--- config.mk ---
export PLATFORM = sky130hd
export DESIGN_NAME = cla_addsub_pipe
export DESIGN_NICKNAME = d
export VERILOG_FILES = /design/src/rtl/cla_addsub_pipe.sv
export SDC_FILE = /design/constraint.sdc
export NUM_CORES = 1
export LEC_CHECK = 0
export CAP_MARGIN = 20
export CORE_ASPECT_RATIO = 0.8
export CORE_MARGIN = 2
export CORE_UTILIZATION = 52
export CTS_BUF_LIST = sky130_fd_sc_hd__clkbuf_8
export DETAILED_ROUTE_END_ITERATION = 10
export PLACE_DENSITY = 0.85
export SETUP_SLACK_MARGIN = 0.5
export SKIP_LAST_GASP = 1
export SYNTH_ARGS = -nofsm -noshare
export SYNTH_HDL_FRONTEND = slang
export SYNTH_SLANG_ARGS = --single-unit
--- constraint.sdc ---
create_clock -name clk -period 6.6 [get_ports clk]
set_clock_uncertainty 0.1 [all_clocks]
set_input_delay 1.32 -clock clk [delete_from_list [all_inputs] [get_ports clk]]
set_output_delay 1.32 -clock clk [all_outputs]
set_load 0.01 [all_outputs]
--- src/rtl/cla_addsub_pipe.sv ---
// Pipelined carry-lookahead adder/subtractor: one GROUP-bit slice of the sum is
// resolved per stage, with the group carry registered between stages.
module cla_addsub_pipe #(
  parameter int WIDTH = 32,
  parameter int GROUP = 8
) (
  input  logic             clk,
  input  logic             rst,
  input  logic             in_valid,
  output logic             in_ready,
  input  logic [WIDTH-1:0] a,
  input  logic [WIDTH-1:0] b,
  input  logic [1:0]       op,
  input  logic             cin,
  output logic             out_valid,
  input  logic             out_ready,
  output logic [WIDTH-1:0] sum,
  output logic             carry_out,
  output logic             overflow,
  output logic             zero,
  output logic             negative
);

  localparam int NG = WIDTH / GROUP;
  localparam int NB = GROUP / 4;
  localparam int NR = (NG > 1) ? (NG - 1) : 1;

  // Returns {block carry out, carry into bit 3, 4-bit sum}.
  function automatic logic [5:0] cla4(input logic [3:0] x, input logic [3:0] y, input logic c);
    logic [3:0] p;
    logic [3:0] g;
    logic       c1;
    logic       c2;
    logic       c3;
    logic       bg;
    logic       bp;
    p  = x ^ y;
    g  = x & y;
    c1 = g[0] | (p[0] & c);
    c2 = g[1] | (p[1] & g[0]) | (p[1] & p[0] & c);
    c3 = g[2] | (p[2] & g[1]) | (p[2] & p[1] & g[0]) | (p[2] & p[1] & p[0] & c);
    bg = g[3] | (p[3] & g[2]) | (p[3] & p[2] & g[1]) | (p[3] & p[2] & p[1] & g[0]);
    bp = &p;
    return {bg | (bp & c), c3, p ^ {c3, c2, c1, c}};
  endfunction

  // Returns {group carry out, carry into the group MSB, GROUP-bit sum}.
  function automatic logic [GROUP+1:0] grp_add(input logic [GROUP-1:0] x, input logic [GROUP-1:0] y,
                                               input logic c);
    logic [GROUP-1:0] s;
    logic             cc;
    logic             cm;
    logic [5:0]       r;
    s  = {GROUP{1'b0}};
    cc = c;
    cm = 1'b0;
    for (int j = 0; j < NB; j++) begin
      r           = cla4(x[4*j +: 4], y[4*j +: 4], cc);
      s[4*j +: 4] = r[3:0];
      cm          = r[4];
      cc          = r[5];
    end
    return {cc, cm, s};
  endfunction

  logic             w_adv;
  logic [WIDTH-1:0] w_b_eff;
  logic             w_c0;
  logic [WIDTH-1:0] w_a_in  [NG];
  logic [WIDTH-1:0] w_b_in  [NG];
  logic [WIDTH-1:0] w_s_in  [NG];
  logic [WIDTH-1:0] w_s_nxt [NG];
  logic             w_c_in  [NG];
  logic             w_c_nxt [NG];
  logic [GROUP+1:0] w_grp   [NG];
  logic             w_cm;

  logic             r_valid [NG];
  logic [WIDTH-1:0] r_sum   [NG];
  logic             r_c     [NG];
  logic [WIDTH-1:0] r_a     [NR];
  logic [WIDTH-1:0] r_b     [NR];
  logic             r_cm;
  logic             r_zero;
  logic             r_neg;

  assign w_adv = ~r_valid[NG-1] | out_ready;

  // Operand conditioning: subtract is a + ~b + 1; op 11 falls through as add.
  always_comb begin
    w_b_eff = b;
    w_c0    = 1'b0;
    case (op)
      2'b01:   begin
        w_b_eff = ~b;
        w_c0    = 1'b1;
      end
      2'b10:   w_c0 = cin;
      default: w_c0 = 1'b0;
    endcase
  end

  // Per-stage group addition; stage k consumes the registered state of stage k-1.
  always_comb begin
    w_a_in[0] = a;
    w_b_in[0] = w_b_eff;
    w_c_in[0] = w_c0;
    w_s_in[0] = {WIDTH{1'b0}};
    for (int k = 1; k < NG; k++) begin
      w_a_in[k] = r_a[k-1];
      w_b_in[k] = r_b[k-1];
      w_c_in[k] = r_c[k-1];
      w_s_in[k] = r_sum[k-1];
    end
    for (int k = 0; k < NG; k++) begin
      w_grp[k]   = grp_add(w_a_in[k][k*GROUP +: GROUP], w_b_in[k][k*GROUP +: GROUP], w_c_in[k]);
      w_s_nxt[k] = w_s_in[k];
      w_s_nxt[k][k*GROUP +: GROUP] = w_grp[k][GROUP-1:0];
      w_c_nxt[k] = w_grp[k][GROUP+1];
    end
    w_cm = w_grp[NG-1][GROUP];
  end

  // Pipeline registers: every stage shifts together on advance, bubbles included.
  always_ff @(posedge clk or posedge rst) begin
    if (rst) begin
      for (int k = 0; k < NG; k++) begin
        r_valid[k] <= 1'b0;
        r_sum[k]   <= {WIDTH{1'b0}};
        r_c[k]     <= 1'b0;
      end
      for (int k = 0; k < NR; k++) begin
        r_a[k] <= {WIDTH{1'b0}};
        r_b[k] <= {WIDTH{1'b0}};
      end
      r_cm   <= 1'b0;
      r_zero <= 1'b0;
      r_neg  <= 1'b0;
    end else if (w_adv) begin
      r_valid[0] <= in_valid;
      for (int k = 1; k < NG; k++) begin
        r_valid[k] <= r_valid[k-1];
      end
      for (int k = 0; k < NG; k++) begin
        r_sum[k] <= w_s_nxt[k];
        r_c[k]   <= w_c_nxt[k];
      end
      for (int k = 0; k < NG - 1; k++) begin
        r_a[k] <= w_a_in[k];
        r_b[k] <= w_b_in[k];
      end
      r_cm   <= w_cm;
      r_zero <= (w_s_nxt[NG-1] == {WIDTH{1'b0}});
      r_neg  <= w_s_nxt[NG-1][WIDTH-1];
    end
  end

  assign in_ready  = w_adv;
  assign out_valid = r_valid[NG-1];
  assign sum       = r_sum[NG-1];
  assign carry_out = r_c[NG-1];
  assign overflow  = r_c[NG-1] ^ r_cm;
  assign zero      = r_zero;
  assign negative  = r_neg;

endmodule

== After elaboration in Yosys (flattened, before gate mapping) ==
Cells that the tools add are included.
Widths: inputs -> output; s select.
Cells by class
  add/subtract/negate cells: 0
  multipliers: 0
  divide/modulo/power cells: 0
  magnitude comparators: 0
  eq/ne operators: 2
  shift-type cells: 0
  muxes and demuxes: 2
  bitwise logic cells: 228
  reduce and logical (&&, ||, !) cells: 9
Operators with widths (number)
  $and 1x1->1: 120
  $or 1x1->1: 81
  $xor 4x4->4: 16
  $and 4x4->4: 8
  $logic_not 32->1: 1
  $mux 32: 1
  $not 32->32: 1
  $reduce_and 4->1: 8
  $eq 2x1->1 const B: 1
  $eq 2x2->1 const B: 1
  $pmux 1 s2: 1
  $not 1->1: 1
  $xor 1x1->1: 1
Word-level totals
  register bits: 283
  bits in latches: 0
  RAM bits: 0
  ROM bits: 0
  bits of input ports: 71
  output and inout port bits: 38
  memories: 0

== Longest topological paths before layout ==
Gate-level depths: netlist of run 1.
  word-level depth: 11
  mapped depth: 13
  mapped depth without buffers: 11

== Worst setup path before layout of run 1 ==
Ideal clock, no wire load.
  kind: input to register
  from: input port op[1]
  to: register r_sum[101] in the netlist's numbering
  arrival time: 3.612 ns
  required time: 6.423 ns
  path slack: 2.811 ns
  stages on the path: 13
  buffers on the path: 2
  cells stage by stage: inv_1 -> ha_1 -> buf_4 -> buf_2 -> xor2_1 -> ha_1 -> nand3_1 -> o32ai_4 -> o21a_1 -> nor2_1 -> fa_1 -> xor2_1 -> a21oi_1
On the way
  longest elaborated chain between the ends: 11
  elaborated cells between the ends (all ways): 22
RTL lines
  start, declared: RTL line 13  | input logic [1:0] op,
  $eq 2x1->1: RTL line 93  | case (op)
  $mux 32: RTL line 93
  $xor 4x4->4 or $and 4x4->4 (tied branches): RTL line 37, 38
  $and 1x1->1: RTL line 42  | bg = g[3] | (p[3] & g[2]) | (p[3] & p[2] & g[1]) | (p[3] & p[2] & p[1] & g[0]);
  $or 1x1->1 or $and 1x1->1 (tied branches) (2 in series): RTL line 42
  $or 1x1->1: RTL line 42
  $or 1x1->1: RTL line 44  | return {bg | (bp & c), c3, p ^ {c3, c2, c1, c}};
  $and 1x1->1: RTL line 39  | c1 = g[0] | (p[0] & c);
  $or 1x1->1: RTL line 39
  $xor 4x4->4 *: RTL line 44
  end signal, assigned by index: RTL line 129  | r_sum[k] <= {WIDTH{1'b0}};
  end signal, assigned by index: RTL line 145  | r_sum[k] <= w_s_nxt[k];
  end, declared: RTL line 79  | logic [WIDTH-1:0] r_sum [NG];
Every way passes the cells marked *; elsewhere a longest branch is shown, timed or not.
A chain may end at the register's enable or synchronous reset.

== Worst setup path after layout of run 1 ==
  from: input port out_ready
  to: output port in_ready
On the way
  longest elaborated chain between the ends: 1
RTL lines
  start, declared: RTL line 16  | input logic out_ready,
  $or 1x1->1: RTL line 87  | assign w_adv = ~r_valid[NG-1] | out_ready;
  end, declared: RTL line 10  | output logic in_ready,
No other way between the ends.

==> flow_summary.json, run 1 <==
{
  "cts_resized": 0,
  "dr.first_iter.drc_count": 521,
  "timing_worst_setup_path_type": "in -> out",
  "place_hpwl_mm": 11.3,
  "synth_cells": 951,
  "timing.critical_path.arrival_ps": 2900,
  "share_of_layout_cells_above_drive_strength_1_pct": 4.71,
  "async_flop_share_pct": 100,
  "synth-edff-count": 0,
  "power_mw": 4.50,
  "tritoncts": "built",
  "run_status": "finished clean",
  "critical_path_peak_fanout": 46,
  "vias": 6110,
  "p_leak_nw": 4.88,
  "firstDrtPassIters": 5,
  "finalMaxSlewViolations": 0,
  "clock.fmax_ghz": 0.231,
  "synth.lib_cells_used.distinct": 42,
  "fp.dieH_um": 119,
  "ys.warnings.count": 0,
  "num_io_pins": 109,
  "setup-tns-final_ps": 0,
  "busiest_layer": "met2",
  "fp.dieArea_sq_um": 17700,
  "min_period_ps": 4320,
  "worstPathRequired_ps": 5180,
  "start_util_pct": 52.7,
  "core_sq_um": 16400,
  "vias_per_cell": 4.93,
  "placed_cells": 1207,
  "avgRoutedWirePerCell_um": 13.4,
  "gr-usage-all-layers_pct": 20.3,
  "timing_hold_violations_final": 0,
  "ys_seq_area_share_pct": 53.7,
  "layout_worst_path_cycle_share_pct": 65.5,
  "met3_track_utilization_from_global_routing_pct": 4.67,
  "place.gp.congestion": 0.830,
  "drt_wl_total_mm": 16.6,
  "grt_overflow": 0,
  "power.ir.vdd_worst_v": 0.000166,
  "rsz0062_at_grt": "false",
  "clock_insertion_delay_worst_skew_ps": 480,
  "layout.nets": 1119,
  "synth_area_per_cell_sq_um": 9.11,
  "post_cts_clock_slew_at_the_launch_and_capture_registers_of_the_worst_setup_and_hold_paths_ps": 90,
  "count_of_state_elements_after_synthesis": 186,
  "cts-hold-fix-buffers": 0,
  "antenna_found_initial": 0,
  "detail_route.drc_violations": 0,
  "number_of_global_route_vias_before_repair": 5898,
  "die_width_um": 148,
  "cts-buffers-inserted": 17,
  "largest_net_degree_at_the_start_of_global_routing": 187,
  "grt_pass1_wl_mm": 28.3,
  "report.final.setup_viol": 0,
  "worst_pin_slew_ps": 1130,
  "postCtsSetupBuffers": 0,
  "worst_slew_margin_rel_pct": 24.8,
  "fin_cells": 1239,
  "grt.met1_usage_pct": 30.1,
  "synth-main-ff-cell": "sky130_fd_sc_hd__dfrtp_1",
  "syn-num-nets": 1064,
  "n_antenna_cell": 0,
  "cts-root-buf": "sky130_fd_sc_hd__clkbuf_8",
  "area_of_the_multi_input_gates_sq_um": 3520,
  "min-delay-path-class": "reg -> reg",
  "placementRows": 42,
  "cts.sink_count": 186,
  "pwr_density_cell_nw_per_um2": 448,
  "synthesis.area_sq_um": 8670,
  "fillerInstances": 1448,
  "area.growth.synth_to_final_pct": 16.0,
  "ctsLongestPathBuffers": 2,
  "critical_path.startpoint_type": "primary input",
  "io_buffer_count": 108,
  "use_met2_pct": 30.2,
  "maxCapViolCount": 0,
  "timing.critical_path.to_type": "output port",
  "ant_nets": 0,
  "seqCellArea_sq_um": 4650,
  "htree_levels": 4
}
[cells in the final DEF, fill, tap and decap left out, types with 2 or more instances in the layout]
| master | synthesis | final |
|---|---|---|
| sky130_fd_sc_hd__xor2_1 | 22 | 22 |
| sky130_fd_sc_hd__a22oi_1 | 3 | 3 |
| sky130_fd_sc_hd__buf_4 | 33 | 4 |
| sky130_fd_sc_hd__dfrtp_1 | 186 | 186 |
| sky130_fd_sc_hd__clkdlybuf4s50_1 | 0 | 108 |
| sky130_fd_sc_hd__nor2_1 | 28 | 28 |
| sky130_fd_sc_hd__o311ai_0 | 2 | 2 |
| sky130_fd_sc_hd__nand2_1 | 417 | 417 |
| sky130_fd_sc_hd__clkbuf_8 | 0 | 20 |
| sky130_fd_sc_hd__inv_1 | 21 | 19 |
| sky130_fd_sc_hd__nand2b_1 | 7 | 7 |
| sky130_fd_sc_hd__a21o_1 | 4 | 4 |
| sky130_fd_sc_hd__fa_1 | 8 | 8 |
| sky130_fd_sc_hd__a31oi_1 | 2 | 2 |
| sky130_fd_sc_hd__a21oi_1 | 26 | 26 |
| sky130_fd_sc_hd__nor3_1 | 3 | 3 |
| sky130_fd_sc_hd__inv_6 | 0 | 3 |
| sky130_fd_sc_hd__xnor2_1 | 31 | 31 |
| sky130_fd_sc_hd__o21ai_1 | 2 | 2 |
| sky130_fd_sc_hd__or3_1 | 2 | 2 |
| sky130_fd_sc_hd__nor4_1 | 5 | 5 |
| sky130_fd_sc_hd__nand3_1 | 4 | 4 |
| sky130_fd_sc_hd__ha_1 | 34 | 33 |
| sky130_fd_sc_hd__o21ai_0 | 44 | 44 |
| sky130_fd_sc_hd__a2111oi_0 | 4 | 4 |
| sky130_fd_sc_hd__o31ai_1 | 2 | 2 |
| sky130_fd_sc_hd__clkinvlp_4 | 0 | 7 |
| sky130_fd_sc_hd__a21oi_2 | 2 | 2 |
[routing by layer]
| metal | routed length (um) | vias up |
|---|---|---|
| li1 | - | 3091 |
| met1 | 8270 | 2879 |
| met2 | 7520 | 127 |
| met3 | 651 | 13 |
| met4 | 162 | 0 |
| met5 | 0 | - |
[cell usage after synthesis (2+ instances only)]
cell type	n	area, sq um
sky130_fd_sc_hd__o31ai_1	2	15.0
sky130_fd_sc_hd__fa_1	8	160
sky130_fd_sc_hd__o21ai_1	2	10.0
sky130_fd_sc_hd__a21o_1	4	30.0
sky130_fd_sc_hd__nor2_1	28	105
sky130_fd_sc_hd__buf_4	33	248
sky130_fd_sc_hd__inv_1	21	78.8
sky130_fd_sc_hd__nand2_1	417	1570
sky130_fd_sc_hd__a21oi_2	2	17.5
sky130_fd_sc_hd__buf_1	4	15.0
sky130_fd_sc_hd__buf_2	10	50.1
sky130_fd_sc_hd__dfrtp_1	186	4650
sky130_fd_sc_hd__a2111oi_0	4	35.0
sky130_fd_sc_hd__clkbuf_1	30	113
sky130_fd_sc_hd__ha_1	34	425
sky130_fd_sc_hd__nor4_1	5	31.3
sky130_fd_sc_hd__xor2_1	22	193
sky130_fd_sc_hd__xnor2_1	31	272
sky130_fd_sc_hd__or3_1	2	12.5
sky130_fd_sc_hd__a21oi_1	26	130
sky130_fd_sc_hd__nand3_1	4	20.0
sky130_fd_sc_hd__o311ai_0	2	17.5
sky130_fd_sc_hd__a22oi_1	3	22.5
sky130_fd_sc_hd__nor3_1	3	15.0
sky130_fd_sc_hd__nand2b_1	7	43.8
sky130_fd_sc_hd__a31oi_1	2	12.5
sky130_fd_sc_hd__o21ai_0	44	220
[registers in the layout, indices dropped and copies added (netlist names)]
signal,flops
r_sum,48
r_c,3
negative,1
r_a,48
r_b,48
out_valid,1
r_valid,3
sum,31
r_cm,1
zero,1
carry_out,1
[power by group]
part / total [mW] / internal [mW] / leakage [nW] / switching [mW]
combinational: 1.80 / 0.802 / 2.46 / 0.999
sequential: 1.96 / 1.64 / 2.24 / 0.318
clock: 0.742 / 0.331 / 0.180 / 0.410
total: 4.50 / 2.78 / 4.88 / 1.73
[per-stage QoR]
step	instance area (sq um)	utilization (%)	setup WS [ps]	hold WS, ps
after global routing	10100	61.1	2090	396
after floorplan	8670	-	2790	330
after CTS	10100	61.1	2280	373
after global placement	9670	58.8	1910	342
final	10100	61.1	2280	369
after detailed placement	9670	58.8	1810	353
[cell families (layout without fill, tap and decap cells)]
kind of cell | after synthesis | in the layout | synth area share [%]
adders and majority gates | 42 | 42 | 6.76
xor gates and xnor gates | 53 | 53 | 5.36
and+or+nand+nor | 472 | 472 | 21.2
DFF | 186 | 186 | 53.7
AOI/OAI and AO/OA | 100 | 100 | 7.14
buffers and inverters | 98 | 166 | 5.82
[cell type report]
class	instances	share of cell area (%)
repair buffers	113	11.2
flip-flops and latches	186	46.3
well taps	220	2.74
inverters	21	0.846
clock inverters	12	1.14
multi-input cells	667	35.0
clock buffers	20	2.74
[path summary, 6_finish.rpt]
path                           start  endpoint  slack [ps]  cells after the start
max                        out_ready  in_ready        2280                      4
min                          sum[21]   sum[21]         370                      2
max reg2reg                  r_a[24]      zero        3120                     11
min reg2reg                  sum[21]   sum[21]         370                      2
max in group asynchronous        rst   r_b[54]        4210                      3
min in group asynchronous        rst   sum[21]        1240                      3
[critical path, stage by stage]
cell	delay, ps
sky130_fd_sc_hd__clkdlybuf4s50_1	500
sky130_fd_sc_hd__nor2b_4	60
sky130_fd_sc_hd__inv_4	380
sky130_fd_sc_hd__clkdlybuf4s50_1	630
Note: power is estimated with default switching activity, not from simulation.
==> run 2, diff against run 1 <==
- CORE_UTILIZATION: 52 -> 58
- PLACE_DENSITY: 0.85 -> 0.89
- clock period: 6.6 -> 4.4 ns (I/O delays scaled with it)
==> flow_summary.json, run 2 (synthesis gave the netlist of run 1 again) <==
{
  "run_status": "finished clean",
  "vias": 6205,
  "hold-path-endpoint": "sum[17]",
  "critPathSlowestCell": "sky130_fd_sc_hd__fa_1",
  "number_of_global_route_vias_before_repair": 5921,
  "place_hpwl_mm": 11.2,
  "avgRoutedWirePerCell_um": 13.7,
  "tritoncts": "built",
  "fin_ws_ps": 941,
  "dp_slack_ps": 664,
  "dr.first_iter.drc_count": 478,
  "fp.dieArea_sq_um": 15900,
  "timing.critical_path.arrival_ps": 3760,
  "clock_insertion_delay_worst_skew_ps": 460,
  "cts-hold-fix-buffers": 0,
  "placementRows": 39,
  "power.ir.vdd_worst_v": 0.000321,
  "p_leak_nw": 4.90,
  "top_regs": "r_a (48), r_b (48), r_sum (48)",
  "vias_per_cell": 5.17,
  "area.growth.synth_to_final_pct": 15.2,
  "drt_wl_total_mm": 16.4,
  "postCtsSetupBuffers": 0,
  "largest_net_degree_at_the_start_of_global_routing": 198,
  "cts_resized": 0,
  "share_of_layout_cells_above_drive_strength_1_pct": 4.23,
  "critical_path_peak_fanout": 5,
  "report.final.setup_viol": 0,
  "worst_slew_margin_rel_pct": 39.7,
  "layout.cells.most_common_list": "417 x sky130_fd_sc_hd__nand2_1, 186 x sky130_fd_sc_hd__dfrtp_1, 108 x sky130_fd_sc_hd__clkdlybuf4s50_1, 44 x sky130_fd_sc_hd__o21ai_0, 33 x sky130_fd_sc_hd__ha_1",
  "timing.hold.worst_path_depth": 2,
  "ant_nets": 0,
  "r2r_cells": 11,
  "area_of_the_multi_input_gates_sq_um": 3520,
  "htree_levels": 4,
  "critical_path.startpoint_type": "register",
  "ctsLongestPathBuffers": 2,
  "clock.fmax_ghz": 0.289,
  "cts-buffers-inserted": 17,
  "crit_path_cell_trace": "ha_1, a211oi_1, nor3b_2, o21ai_1, nand2b_1, fa_1, nor4b_1, nand4_1, nor3_1, and3_1, a22o_1",
  "n_antenna_cell": 0,
  "layout.cells.most_common": "sky130_fd_sc_hd__nand2_1",
  "finalMaxSlewViolations": 0,
  "core_sq_um": 14400,
  "layout_worst_path_cycle_share_pct": 78.6,
  "ff2ff_setup_slack_ps": 940,
  "min-delay-start": "sum[17]",
  "pwr_density_cell_nw_per_um2": 667,
  "die_width_um": 141,
  "worst_pin_slew_ps": 905,
  "antenna_found_initial": 0,
  "worstPathRequired_ps": 4700,
  "fp.dieH_um": 113,
  "setup-tns-final_ps": 0,
  "rsz0062_at_grt": "false",
  "firstDrtPassIters": 5,
  "timing_hold_violations_final": 0,
  "critical-path-top-delay-family": "simple AND/OR/NAND/NOR gates",
  "worstReg2RegStart": "r_b[24]",
  "io_buffer_count": 108,
  "timing_worst_setup_path_type": "reg -> reg",
  "timing.critical_path.to_type": "register",
  "worstPathBufferInverterCount": 0,
  "cts-root-buf": "sky130_fd_sc_hd__clkbuf_8",
  "num_io_pins": 109,
  "timing.rr.end": "zero",
  "maxCapViolCount": 0,
  "start_util_pct": 60.0,
  "grt_overflow": 0,
  "min-delay-path-class": "reg -> reg",
  "place.gp.congestion": 0.791,
  "seqCellArea_sq_um": 4650,
  "cts.sink_count": 186,
  "layout.nets": 1122,
  "detail_route.drc_violations": 0,
  "gr-usage-all-layers_pct": 22.4,
  "slowest_delay_ps": 480,
  "grt_pass1_wl_mm": 28.4,
  "min_period_ps": 3460,
  "fillerInstances": 1080,
  "post_cts_clock_slew_at_the_launch_and_capture_registers_of_the_worst_setup_and_hold_paths_ps": 90
}
==> run 2: cell type report <==
cell class | count | area share, %
Inverter | 21 | 0.852
Clock buffer | 20 | 2.76
Sequential cell | 186 | 46.6
Timing Repair Buffer | 116 | 11.7
Tap cell | 184 | 2.31
Clock inverter | 7 | 0.564
Multi-Input combinational cell | 667 | 35.2
==> run 2: tightest hold or removal path, stage by stage, from the launching register on <==
cell	delay, ps
sky130_fd_sc_hd__dfrtp_1	340
sky130_fd_sc_hd__nand2_1	50
sky130_fd_sc_hd__nand2_1	50
==> run 2: worst max-delay path by stage <==
stage	from	to	slack (ps)	cells past startpoint
after CTS	r_b[24]	zero	930	11
after global placement	op[0]	r_sum[103]	770	11
final	r_b[24]	zero	940	11
after floorplan	rst	carry_out	1030	1
after global routing	r_b[24]	zero	610	11
after detailed placement	op[1]	r_sum[103]	660	12
==> run 2: metrics by stage <==
stage	cell area [sq um]	power (mW)	instances	hold WS, ps	utilization (%)
4_1_cts	9990	6.71	1201	372	69.1
3_3_place_gp	9660	5.53	1174	348	66.8
5_1_grt	9990	7.24	1201	399	69.1
2_1_floorplan	8670	4.92	951	330	-
3_5_place_dp	9660	5.68	1174	353	66.8
6_report	9990	6.67	1201	366	69.1
==> run 2: power by group <==
group	total, mW	switching, mW	internal (mW)
clock network	1.01	0.540	0.468
logic	2.70	1.49	1.21
registers	2.96	0.490	2.47
total	6.67	2.52	4.15
==> run 2: routing by layer <==
layer	up-vias	routed length (um)	track usage, %
met3	14	875	5.67
met4	0	153	5.00
met1	2935	7710	32.7
met2	153	7680	34.3
li1	3103	-	-
met5	-	0	0
==> run 3, diff against run 2 <==
- clock period: 4.4 -> 3.4 ns (I/O delays scaled with it)
==> flow_summary.json, run 3 (synthesis gave the netlist of run 1 again) <==
{
  "die_width_um": 141,
  "use_met2_pct": 35.2,
  "core_sq_um": 14400,
  "run_status": "finished clean",
  "maxCapViolCount": 0,
  "timing.critical_path.to_type": "register",
  "place.gp.congestion": 0.822,
  "worstPathBufferInverterCount": 0,
  "p_leak_nw": 5.03,
  "firstDrtPassIters": 7,
  "vias_per_cell": 5.20,
  "share_of_total_power_in_the_clock_network_pct": 17.0,
  "largest_net_degree_at_the_start_of_global_routing": 198,
  "report.final.setup_viol": 0,
  "dp_slack_ps": -97.9,
  "worstPathRequired_ps": 3710,
  "cts.sink_count": 186,
  "timing.critical_path.depth": 11,
  "r2r_cells": 11,
  "power.ir.vdd_worst_v": 0.000405,
  "place_hpwl_mm": 11.7,
  "htree_levels": 4,
  "grt_pass1_wl_mm": 29.2,
  "tritoncts": "built",
  "crit_path_cell_trace": "ha_4, a211oi_4, nor3b_4, o21ai_2, nand2b_1, fa_1, nor4b_2, nand4_1, nor3_2, and3_1, a22o_1",
  "antenna_found_initial": 0,
  "start_util_pct": 60.0,
  "critPathSlowestCell": "sky130_fd_sc_hd__fa_1",
  "slowest_delay_ps": 500,
  "clock.fmax_ghz": 0.346,
  "placed_cells": 1179,
  "fin_cells": 1219,
  "seq_power_share_pct": 41.8,
  "critical_path.startpoint": "r_a[24]",
  "rsz0062_at_grt": "true",
  "area.growth.synth_to_final_pct": 18.7,
  "cts-buffers-inserted": 17,
  "ctsLongestPathBuffers": 2,
  "busiest_layer": "met2",
  "timing.critical_path.arrival_ps": 3200,
  "post_cts_clock_slew_at_the_launch_and_capture_registers_of_the_worst_setup_and_hold_paths_ps": 90,
  "vias": 6335,
  "pwr_density_cell_nw_per_um2": 890,
  "timing_hold_violations_final": 0,
  "min-delay-path-class": "reg -> reg",
  "fp.dieH_um": 113,
  "power.share.combinational_pct": 41.2,
  "top_regs": "r_a (48), r_b (48), r_sum (48)",
  "worst_slew_margin_rel_pct": 38.2,
  "num_io_pins": 109,
  "area_of_the_multi_input_gates_sq_um": 3600,
  "number_of_global_route_vias_before_repair": 6124,
  "detail_route.drc_violations": 0,
  "fp.dieArea_sq_um": 15900,
  "finalMaxSlewViolations": 0,
  "clock_insertion_delay_worst_skew_ps": 460,
  "dr.first_iter.drc_count": 564,
  "grt.met1_usage_pct": 33.5,
  "seqCellArea_sq_um": 4650,
  "layout.cells.most_common_list": "417 x sky130_fd_sc_hd__nand2_1, 186 x sky130_fd_sc_hd__dfrtp_1, 106 x sky130_fd_sc_hd__clkdlybuf4s50_1, 44 x sky130_fd_sc_hd__o21ai_0, 32 x sky130_fd_sc_hd__ha_1",
  "critical_path_peak_fanout": 3,
  "critical-path-top-delay-family": "simple AND/OR/NAND/NOR gates",
  "ff2ff_setup_slack_ps": 510,
  "avgRoutedWirePerCell_um": 14.1,
  "placementRows": 39,
  "n_antenna_cell": 0,
  "worst_pin_slew_ps": 926,
  "worstSetupEndpoint": "zero",
  "layout.cells.most_common": "sky130_fd_sc_hd__nand2_1",
  "drt_wl_total_mm": 17.2,
  "layout_worst_path_cycle_share_pct": 85.0,
  "share_of_layout_cells_above_drive_strength_1_pct": 7.15,
  "fillerInstances": 1088,
  "layout.nets": 1135,
  "timing_worst_setup_path_type": "reg -> reg",
  "worstReg2RegStart": "r_a[24]",
  "cts-root-buf": "sky130_fd_sc_hd__clkbuf_8",
  "power_mw": 9.15,
  "power.net_switching_mw": 3.45,
  "critical_path.startpoint_type": "register",
  "met3_track_utilization_from_global_routing_pct": 5.29,
  "ant_nets": 0,
  "utilization_of_the_core_after_routing_pct": 71.2,
  "fin_ws_ps": 510,
  "internal-power_mw": 5.70,
  "timing.rr.end": "zero",
  "grt_overflow": 0,
  "gr-usage-all-layers_pct": 23.0,
  "io_buffer_count": 108,
  "p_sw_share_pct": 37.7,
  "min_period_ps": 2890
}
==> run 3: what timing repair did <==
action,in CTS,in global routing
gates resized for setup,5,8
hold buffers,0,0
buffers inserted,2,6
pin swaps,5,10
endpoints found under the setup margin,4,5
==> run 3: worst min-delay path by stage <==
stage          startpoint    endpoint  slack [ps]  depth (start not counted)
6_report          r_a[59]     r_a[59]         370                          2
3_3_place_gp   r_valid[1]  r_valid[1]         340                          2
4_1_cts               rst   r_sum[53]         370                          2
3_5_place_dp   r_valid[1]   out_valid         350                          1
5_1_grt               rst   r_sum[53]         390                          2
2_1_floorplan  r_valid[1]  r_valid[1]         330                          2
==> run 3: worst register-to-register path, cell delays in order, from the launching register on <==
cell	delay (ps)
sky130_fd_sc_hd__dfrtp_1	410
sky130_fd_sc_hd__ha_4	270
sky130_fd_sc_hd__a211oi_4	310
sky130_fd_sc_hd__nor3b_4	90
sky130_fd_sc_hd__o21ai_2	180
sky130_fd_sc_hd__nand2b_1	100
sky130_fd_sc_hd__fa_1	500
sky130_fd_sc_hd__nor4b_2	300
sky130_fd_sc_hd__nand4_1	170
sky130_fd_sc_hd__nor3_2	140
sky130_fd_sc_hd__and3_1	160
sky130_fd_sc_hd__a22o_1	110
==> run 3: per-stage QoR <==
step                hold WS [ps]  instance area (sq um)  TNS [ps]
finish                       371                  10300         0
global route                 390                  10300         0
CTS                          371                  10200         0
floorplan                    330                   8730         0
detailed placement           350                   9730      -207
global placement             345                   9730     -16.6
==> run 3: metal layers <==
| layer | wire (um) | vias to the layer above | share of wire (%) |
|---|---|---|---|
| li1 | - | 3132 | - |
| met1 | 8110 | 3023 | 47 |
| met2 | 8040 | 163 | 47 |
| met3 | 912 | 17 | 5.3 |
| met4 | 168 | 0 | 0.97 |
| met5 | 0 | - | 0 |
==> run 3: power groups by stage <==
stage / clock (mW) / combinational [mW] / sequential [mW]
after floorplan: 0 / 2.71 / 3.66
after global placement: 0 / 3.39 / 3.81
after detailed placement: 0 / 3.56 / 3.85
after CTS: 1.58 / 3.64 / 3.81
after global routing: 1.68 / 4.25 / 3.94
final: 1.56 / 3.77 / 3.82
==> run 3: area by class of cell <==
class | instances | area share [%]
clock inverters | 11 | 1.39
multi-input cells | 667 | 35.0
flip-flops and latches | 186 | 45.2
repair buffers | 129 | 12.4
inverters | 21 | 0.973
well taps | 184 | 2.24
clock buffers | 21 | 2.81
